--- src/rtl/riscv_hpc_dump.sv ---
// riscv_hpc_dump: snapshots the HPC counter bus on request and streams it
// out as a framed word sequence (header, counters, XOR trailer) over valid/ready.
module riscv_hpc_dump #(
  parameter int unsigned NUM_CNT = 8,
  parameter logic [15:0] MAGIC   = 16'hC0DE
) (
  input  logic                   clk,
  input  logic                   rst_i,
  input  logic [NUM_CNT*32-1:0]  cnt_bus,
  input  logic                   dump_req,
  output logic                   busy,
  output logic [31:0]            out_data,
  output logic                   out_valid,
  input  logic                   out_ready,
  output logic                   out_last,
  output logic                   dump_done,
  output logic                   dump_ignored
);

  localparam int unsigned WORD_W = 32;
  localparam int unsigned SEQ_W  = 8;
  localparam int unsigned IDX_W  = (NUM_CNT > 1) ? $clog2(NUM_CNT) : 1;
  localparam logic [IDX_W-1:0] IDX_LAST = IDX_W'(NUM_CNT - 1);

  typedef enum logic [1:0] {
    IDLE = 2'd0,
    HDR  = 2'd1,
    DATA = 2'd2,
    TRL  = 2'd3
  } state_t;

  state_t             state_q, state_d;
  logic [WORD_W-1:0]  snap_q [NUM_CNT];
  logic [WORD_W-1:0]  xor_q, xor_d;
  logic [IDX_W-1:0]   idx_q, idx_d;
  logic [SEQ_W-1:0]   seq_q, seq_d;
  logic               capture;
  logic [WORD_W-1:0]  header;

  logic               busy_d;
  logic               valid_d;
  logic               last_d;
  logic               done_d;
  logic               ign_d;
  logic [WORD_W-1:0]  data_d;

  assign header = {MAGIC, seq_q, 8'(NUM_CNT)};

  // Next-state and next-output logic; outputs are computed for the state being entered
  always_comb begin
    state_d = state_q;
    xor_d   = xor_q;
    idx_d   = idx_q;
    seq_d   = seq_q;
    capture = 1'b0;
    data_d  = '0;
    last_d  = 1'b0;
    done_d  = 1'b0;
    ign_d   = dump_req && (state_q != IDLE);

    unique case (state_q)
      IDLE: begin
        if (dump_req) begin
          capture = 1'b1;
          xor_d   = '0;
          state_d = HDR;
        end
      end
      HDR: begin
        if (out_ready) begin
          xor_d   = header;
          idx_d   = '0;
          state_d = DATA;
        end
      end
      DATA: begin
        if (out_ready) begin
          xor_d = xor_q ^ snap_q[idx_q];
          if (idx_q == IDX_LAST) begin
            state_d = TRL;
          end else begin
            idx_d = idx_q + IDX_W'(1);
          end
        end
      end
      TRL: begin
        if (out_ready) begin
          state_d = IDLE;
          done_d  = 1'b1;
          seq_d   = seq_q + SEQ_W'(1);
        end
      end
      default: state_d = IDLE;
    endcase

    unique case (state_d)
      HDR:     data_d = header;
      DATA:    data_d = snap_q[idx_d];
      TRL: begin
        data_d = xor_d;
        last_d = 1'b1;
      end
      default: data_d = '0;
    endcase

    valid_d = (state_d != IDLE);
    busy_d  = valid_d;
  end

  // State, datapath and registered outputs
  always_ff @(posedge clk or negedge rst_i) begin
    if (!rst_i) begin
      state_q      <= IDLE;
      xor_q        <= '0;
      idx_q        <= '0;
      seq_q        <= '0;
      busy         <= 1'b0;
      out_valid    <= 1'b0;
      out_last     <= 1'b0;
      out_data     <= '0;
      dump_done    <= 1'b0;
      dump_ignored <= 1'b0;
    end else begin
      state_q      <= state_d;
      xor_q        <= xor_d;
      idx_q        <= idx_d;
      seq_q        <= seq_d;
      busy         <= busy_d;
      out_valid    <= valid_d;
      out_last     <= last_d;
      out_data     <= data_d;
      dump_done    <= done_d;
      dump_ignored <= ign_d;
    end
  end

  // Counter snapshot, frozen for the whole frame
  always_ff @(posedge clk or negedge rst_i) begin
    if (!rst_i) begin
      for (int i = 0; i < int'(NUM_CNT); i++) snap_q[i] <= '0;
    end else if (capture) begin
      for (int i = 0; i < int'(NUM_CNT); i++) snap_q[i] <= cnt_bus[WORD_W*i +: WORD_W];
    end
  end

endmodule
--- config.mk ---
export PLATFORM = sky130hd
export DESIGN_NAME = riscv_hpc_dump
export DESIGN_NICKNAME = d
export VERILOG_FILES = /design/src/rtl/riscv_hpc_dump.sv
export SDC_FILE = /design/constraint.sdc
export NUM_CORES = 1
export LEC_CHECK = 0
export ABC_AREA = 1
export CAP_MARGIN = 20
export CORE_UTILIZATION = 45
export DETAILED_ROUTE_END_ITERATION = 8
export GPL_TIMING_DRIVEN = 0
export MAX_ROUTING_LAYER = met4
export PLACE_DENSITY = 0.7
export SLEW_MARGIN = 10
export SYNTH_ARGS = -nofsm -noshare
export SYNTH_HDL_FRONTEND = slang
export SYNTH_SLANG_ARGS = --single-unit
--- constraint.sdc ---
create_clock -name clk -period 3.9 [get_ports clk]
set_input_delay 0.78 -clock clk [delete_from_list [all_inputs] [get_ports clk]]
set_output_delay 0.78 -clock clk [all_outputs]
set_load 0.03 [all_outputs]
==> out/qor.log, run 1 <==
[clock_network] Root Driver clkbuf_16
[die] Initial Utilization 45.8%
[clock_network] post-CTS setup repair buffer count 0
[timing] top achievable clock speed 304 MHz
[critical_path] cell type with the highest occurrence count on the critical path clkbuf_1
[route] number of iterations in the first detailed-routing pass 9
[timing] RSZ-0062 raised after global routing no
[synth] net count after synthesis 2,714
[layout] share of cells above drive strength 1 5.75%
[layout] signed area change from the synthesized netlist to the final layout 27.7%
[die] Std-Cell Core Area 39,800 um^2
[synth] Post-Synthesis Cells 2,448
[critical_path] Critical-path top delay cell clkbuf_1
[timing] final hold violation count 0
[die] Die ar. 41,300 um^2
[critical_path] Worst Path Class, Setup reg -> reg
[power_and_ir_drop] VDD IR max 424 uV
[min_path] Tightest Hold Check Type in -> async
[die] chip width 203 um
[global_route] pin count of the biggest net entering global routing 95
[layout] fill cell instance count of the final layout 3,735
[global_route] initial antenna violation count 0
[timing] worst-case headroom to the max-slew limit 33.5%
[route] Residual DRC 0
[clock_network] clock tree from TritonCTS done
[die] I/O pin total 297
[layout] Antenna Diode Count 0
[power_and_ir_drop] leakage 11.0 nW
[place] post-DP HPWL 61,000 um
[route] residual antenna-violating net count after detailed routing 0
[clock_network] maximum clock insertion buffer count 3
[synth] top cells by area in the synthesized netlist dfrtp_1 (46%), nand3_1 (13%), nand2_1 (8.7%)
[timing] post-route clock skew 18.9 ps
[route] routed wire length 79,500 um
[flow_run] max_cap viols 0
[route] First DRT Iteration DRCs 2,173
[critical_path] Buf/Inv on CP 4
[place] placer congestion estimate 0.993
[route] detailed-route via count 19,500
[critical_path] category of cells accounting for the largest share of critical-path delay buffers and inverters
[synth] register bit count reported by yosys 337
[place] IO Port Bufs 296
[die] cell row count 73
[critical_path] highest fanout seen on the critical path 10
[run_status] status completed
[synth] cell type with the largest total area after synthesis dfrtp_1
[critical_path] crit start category register
[layout] top library cells by usage in the layout, fill and taps aside nand3_1 (470), nand2_1 (425), dfrtp_1 (337)
[route] mean routed wirelength per cell 23.8 um
[critical_path] required time of the critical path 4400 ps
[clock_network] H-tree levels 2
[synth] sequential-to-total area share from yosys stat 46.2%
[synth] Cell Area, Synth 18,200 um^2
[power_and_ir_drop] cell area power density 849 nW/um^2
[route] average via count per standard cell 5.84
[global_route] via count of the first global-routing pass 19,200
[critical_path] ordered list of cells on the worst path inv_1, ha_1, nand2_1, clkbuf_1, clkbuf_1, clkbuf_1, nor2_1, a21oi_1
[synth] count of flip-flops with a built-in enable after synthesis 0
[die] Die Height 203 um
[power_and_ir_drop] total power consumption of the routed design 0.0198 W
[clock_network] clock insertion delay at the later pin of the skew report 580 ps
[clock_network] total of hold buffers inserted after clock tree synthesis 0
[synth] number of warnings reported in the yosys synthesis log 0
[layout] count of nets after finishing 3,055
[layout] area of the multi-input gates 8020 um^2
[synth] top-area cell type share of the netlist area 46.2%
[timing] number of max-slew violations in the final report 0
[synth] fraction of registers with async set or reset after synthesis 100%
[layout] area taken by flip-flops and latches 8430 um^2
[synth] Post-synth top flop dfrtp_1
[timing] minimum clock period after layout 3290 ps
[global_route] GRT Total Usage 39.6%
[clock_network] clock edge transition at the registers on the reported setup and hold paths 60 ps
[synth] synthesized area divided by synthesized cell count 7.45 um^2
[timing] slew at the pin closest to its max-slew limit 997 ps
[layout] share of the core filled with cells 58.5%
[timing] fraction of the cycle the final worst path needs 84.4%
[synth] distinct cell type count of the synthesized netlist 29
[critical_path] worst path arrival time 3790 ps
[timing] number of setup violations in the final report 0
[critical_path] nature of the critical path endpoint register
[layout] most common library cell in the layout ignoring fill and taps nand3_1
[clock_network] Sinks on Clock Net 337
[clock_network] number of cells upsized or downsized after cts 0
[global_route] wire length of the first global-routing pass 117,000 um
[critical_path] highest cell delay on the worst timing path 770 ps
[clock_network] number of clock buffers inserted by TritonCTS 40
[global_route] Remaining Overflow, GRT 0
-- routing by layer --
metal / GRT usage, % / wire length (um)
met2: 61.6 / 36500
met4: 23.7 / 5310
met3: 4.17 / 6320
met1: 50.2 / 31400
met5: - / 0
-- worst register-to-register path, stage by stage (launching register included) --
cell	delay [ps]
dfrtp_1	380
inv_1	90
ha_1	270
nand2_1	220
clkbuf_1	610
clkbuf_1	510
clkbuf_1	770
nor2_1	170
a21oi_1	190
-- cell families after synthesis --
kind of cell,Yosys count,share of synthesized area [%]
AO/OA/AOI/OAI,440,13.3
buffers and inverters,454,9.76
flip-flops,337,46.2
AND/OR/NAND/NOR,1171,27.9
adder cells (fa/ha/maj),6,0.412
XOR/XNOR,7,0.336
multiplexers,33,2.04
-- registers in the layout (all words and copies together), names as in the netlist --
register      count
snap_q          256
out_data         32
xor_q            32
seq_q             8
idx_q             3
state_q           2
dump_done         1
dump_ignored      1
out_last          1
out_valid         1
-- final timing paths --
check	depth (start not counted)	endpoint	slack, ps	startpoint
min in group clk	2	snap_q[92]	530	snap_q[92]
max in group asynchronous	3	snap_q[149]	2440	rst_i
max	8	snap_q[254]	610	state_q[0]
min reg2reg	2	snap_q[92]	530	snap_q[92]
max reg2reg	8	snap_q[254]	610	state_q[0]
min	1	snap_q[81]	160	rst_i
-- synthesized netlist by cell type, types with 17 or more instances --
library cell	number
nand3_1	470
nand2_1	425
dfrtp_1	337
a21oi_1	292
inv_1	273
nor2_1	236
clkbuf_1	93
o21ai_0	61
o211ai_1	59
buf_2	49
mux2_2	33
buf_1	32
nand4_1	32
a21boi_0	17
-- area by class of cell --
class	instances	share of cell area (%)
well taps	525	2.82
multi-input cells	1657	34.4
repair buffers	299	13.1
inverters	276	4.45
clock inverters	20	1.06
flip-flops and latches	337	36.2
clock buffers	50	4.72
plain buffers	178	3.20
-- stage by stage --
step | worst slack, ps | area, um^2 | TNS, ps | cells | hold slack, ps
6_report | 610 | 23300 | 0 | 3342 | 159
5_1_grt | 580 | 23300 | 0 | 3342 | 215
4_1_cts | 733 | 23300 | 0 | 3342 | 191
3_5_place_dp | 271 | 21900 | 0 | 3272 | 512
3_3_place_gp | -12740 | 21900 | -4282670 | 3269 | 487
2_1_floorplan | 1890 | 18200 | 0 | 2448 | 464
-- report_power, final --
group	switching [W]	internal [W]	total (W)
registers	0.000798	0.00510	0.00590
logic	0.00691	0.00304	0.00995
clock network	0.00159	0.00233	0.00393
Power figures use the tool's default switching activity.
==> run 2, diff against run 1 <==
--- a/config.mk
+++ b/config.mk
@@ -11,7 +11,7 @@
 export DETAILED_ROUTE_END_ITERATION = 8
 export GPL_TIMING_DRIVEN = 0
 export MAX_ROUTING_LAYER = met4
-export PLACE_DENSITY = 0.7
+export PLACE_DENSITY = 0.73
 export SLEW_MARGIN = 10
 export SYNTH_ARGS = -nofsm -noshare
 export SYNTH_HDL_FRONTEND = slang
==> constraint.sdc (replaced) <==
create_clock -name clk -period 2.8 [get_ports clk]
set_input_delay 0.56 -clock clk [delete_from_list [all_inputs] [get_ports clk]]
set_output_delay 0.56 -clock clk [all_outputs]
set_load 0.03 [all_outputs]
==> out/qor.log, run 2 (synthesized netlist as in run 1, its figures left out) <==
[run_status] status completed
[global_route] pin count of the biggest net entering global routing 105
[clock_network] maximum clock insertion buffer count 3
[route] residual antenna-violating net count after detailed routing 0
[route] number of iterations in the first detailed-routing pass 7
[layout] top library cells by usage in the layout, fill and taps aside nand3_1 (465), nand2_1 (425), dfrtp_1 (337)
[critical_path] highest fanout seen on the critical path 10
[timing] final hold violation count 0
[route] routed wire length 79,800 um
[timing] number of max-slew violations in the final report 0
[clock_network] Sinks on Clock Net 337
[place] cell count after placement 3,272
[clock_network] clock tree from TritonCTS done
[timing] worst-case headroom to the max-slew limit 39.0%
[timing] slew at the pin closest to its max-slew limit 916 ps
[route] met3 WL post-DR 5840 um
[place] placed standard-cell area 21,900 um^2
[die] Die Height 203 um
[layout] count of non-filler cells in the finished layout 3,346
[flow_run] max_cap viols 0
[power_and_ir_drop] leakage 11.1 nW
[timing] number of setup violations in the final report 0
[power_and_ir_drop] clock share of power 19.3%
[timing] fraction of the cycle the final worst path needs 96.9%
[layout] Antenna Diode Count 0
[layout] most common library cell in the layout ignoring fill and taps nand3_1
[timing] top achievable clock speed 368 MHz
[power_and_ir_drop] reported net switching power 0.0129 W
[die] Die ar. 41,300 um^2
[power_and_ir_drop] cell area power density 1180 nW/um^2
[die] chip width 203 um
[die] cell row count 73
[critical_path] nature of the critical path endpoint register
[layout] final design area excluding fillers 23,400 um^2
[clock_network] clock insertion delay at the later pin of the skew report 580 ps
[power_and_ir_drop] VDD IR max 588 uV
[power_and_ir_drop] sequential fraction of design power 29.7%
[clock_network] clock edge transition at the registers on the reported setup and hold paths 60 ps
[power_and_ir_drop] internal power of the cells 0.0147 W
[route] routed length on met2 37,100 um
[layout] Largest register FFs 256
[route] uppermost layer routed met4
[critical_path] worst path arrival time 3140 ps
[critical_path] count of cells along the worst register-to-register path 7
[route] detailed-route via count 19,500
[timing] RSZ-0062 raised after global routing no
[power_and_ir_drop] total power consumption of the routed design 0.0276 W
[route] average via count per standard cell 5.84
[place] placer congestion estimate 0.989
[min_path] Tightest Hold Check Type in -> async
[place] IO Port Bufs 296
[route] Residual DRC 0
[layout] count of nets after finishing 3,059
[die] I/O pin total 297
[die] Std-Cell Core Area 39,800 um^2
[power_and_ir_drop] share of total power in combinational logic 50.9%
[timing] post-route clock skew 17.6 ps
[clock_network] H-tree levels 2
[clock_network] number of clock buffers inserted by TritonCTS 40
[global_route] GRT Total Usage 39.9%
[critical_path] Worst Path Class, Setup reg -> reg
[global_route] via count of the first global-routing pass 19,400
[route] met1 layer wirelength in the final routing 31,900 um
[layout] signed area change from the synthesized netlist to the final layout 28.6%
[timing] minimum clock period after layout 2710 ps
[route] First DRT Iteration DRCs 2,102
[clock_network] Root Driver clkbuf_16
[power_and_ir_drop] Switching Fraction 46.8%
[global_route] initial antenna violation count 0
[critical_path] required time of the critical path 3230 ps
[layout] largest registers snap_q: 256 flops, out_data: 32 flops, xor_q: 32 flops
[layout] most flop-heavy register snap_q
[global_route] Remaining Overflow, GRT 0
[layout] share of cells above drive strength 1 6.95%
[timing] worst hold slack after final layout 478 ps
[critical_path] crit start category register
[global_route] wire length of the first global-routing pass 118,000 um
[place] post-DP HPWL 60,900 um
[layout] fill cell instance count of the final layout 3,678
[die] Initial Utilization 45.8%
[route] mean routed wirelength per cell 23.9 um
-- run 2: changes by cell type in the layout (fill, tap and decap cells not counted), moves of 6 or more --
| cell | before | now |
|---|---|---|
| buf_4 | 4 | 15 |
| clkbuf_2 | 0 | 26 |
| buf_1 | 32 | 26 |
| clkbuf_1 | 98 | 80 |
| clkbuf_8 | 4 | 12 |
| clkbuf_4 | 0 | 9 |
| buf_2 | 49 | 31 |
-- run 2: layer usage --
metal	vias up	GRT usage (%)
met1	9458	49.5
met4	0	22.8
met3	249	5.10
li1	8768	-
met2	1072	62.9
met5	-	-
-- run 2: final timing paths --
path / endpoint / start / slack [ps]
min reg2reg: seq_q[7] / seq_q[7] / 510
min in group clk: seq_q[7] / seq_q[7] / 510
max in group asynchronous: snap_q[152] / rst_i / 970
max: snap_q[184] / state_q[0] / 90
max reg2reg: snap_q[184] / state_q[0] / 90
min: snap_q[77] / rst_i / 480
-- run 2: cell type report --
| type | instances | area (um^2) | area share, % |
|---|---|---|---|
| flip-flops and latches | 337 | 8430 | 36.0 |
| multi-input cells | 1657 | 8070 | 34.4 |
| repair buffers | 303 | 3080 | 13.1 |
| clock buffers | 62 | 1220 | 5.22 |
| inverters | 276 | 1040 | 4.43 |
| plain buffers | 178 | 841 | 3.59 |
| well taps | 525 | 657 | 2.80 |
| clock inverters | 8 | 101 | 0.432 |
-- run 2: what timing repair did --
action / 4_1_cts / 5_1_grt
hold buffers: 1 / 0
resized for setup: 24 / 49
pin swaps: 0 / 1
hold endpoints to repair: 47 / 0
setup buffers: 0 / 3
endpoints found under the setup margin: 149 / 73
-- run 2: power by group through the flow --
stage / combinational (W) / sequential, W / clock (W)
3_3_place_gp: 0.0132 / 0.00821 / 0
3_5_place_dp: 0.0134 / 0.00823 / 0
5_1_grt: 0.0152 / 0.00841 / 0.00555
4_1_cts: 0.0136 / 0.00816 / 0.00537
2_1_floorplan: 0.00819 / 0.00822 / 0
6_report: 0.0141 / 0.00822 / 0.00534
-- run 2: worst max-delay path: stages, from the launching register on --
cell and delay, ps:
dfrtp_1 380, inv_1 100, ha_1 280, nand2_1 210, clkbuf_2 350, clkbuf_1 390
clkbuf_1 680, a21oi_1 160
-- run 2: through the flow --
stage	TNS, ps	setup WS (ps)	utilization, %
3_3_place_gp	-4611980	-13530	54.9
5_1_grt	0	2.63	58.9
2_1_floorplan	0	801	-
3_5_place_dp	-72610	-650	55.1
4_1_cts	0	4.28	58.6
6_report	0	85.6	58.9
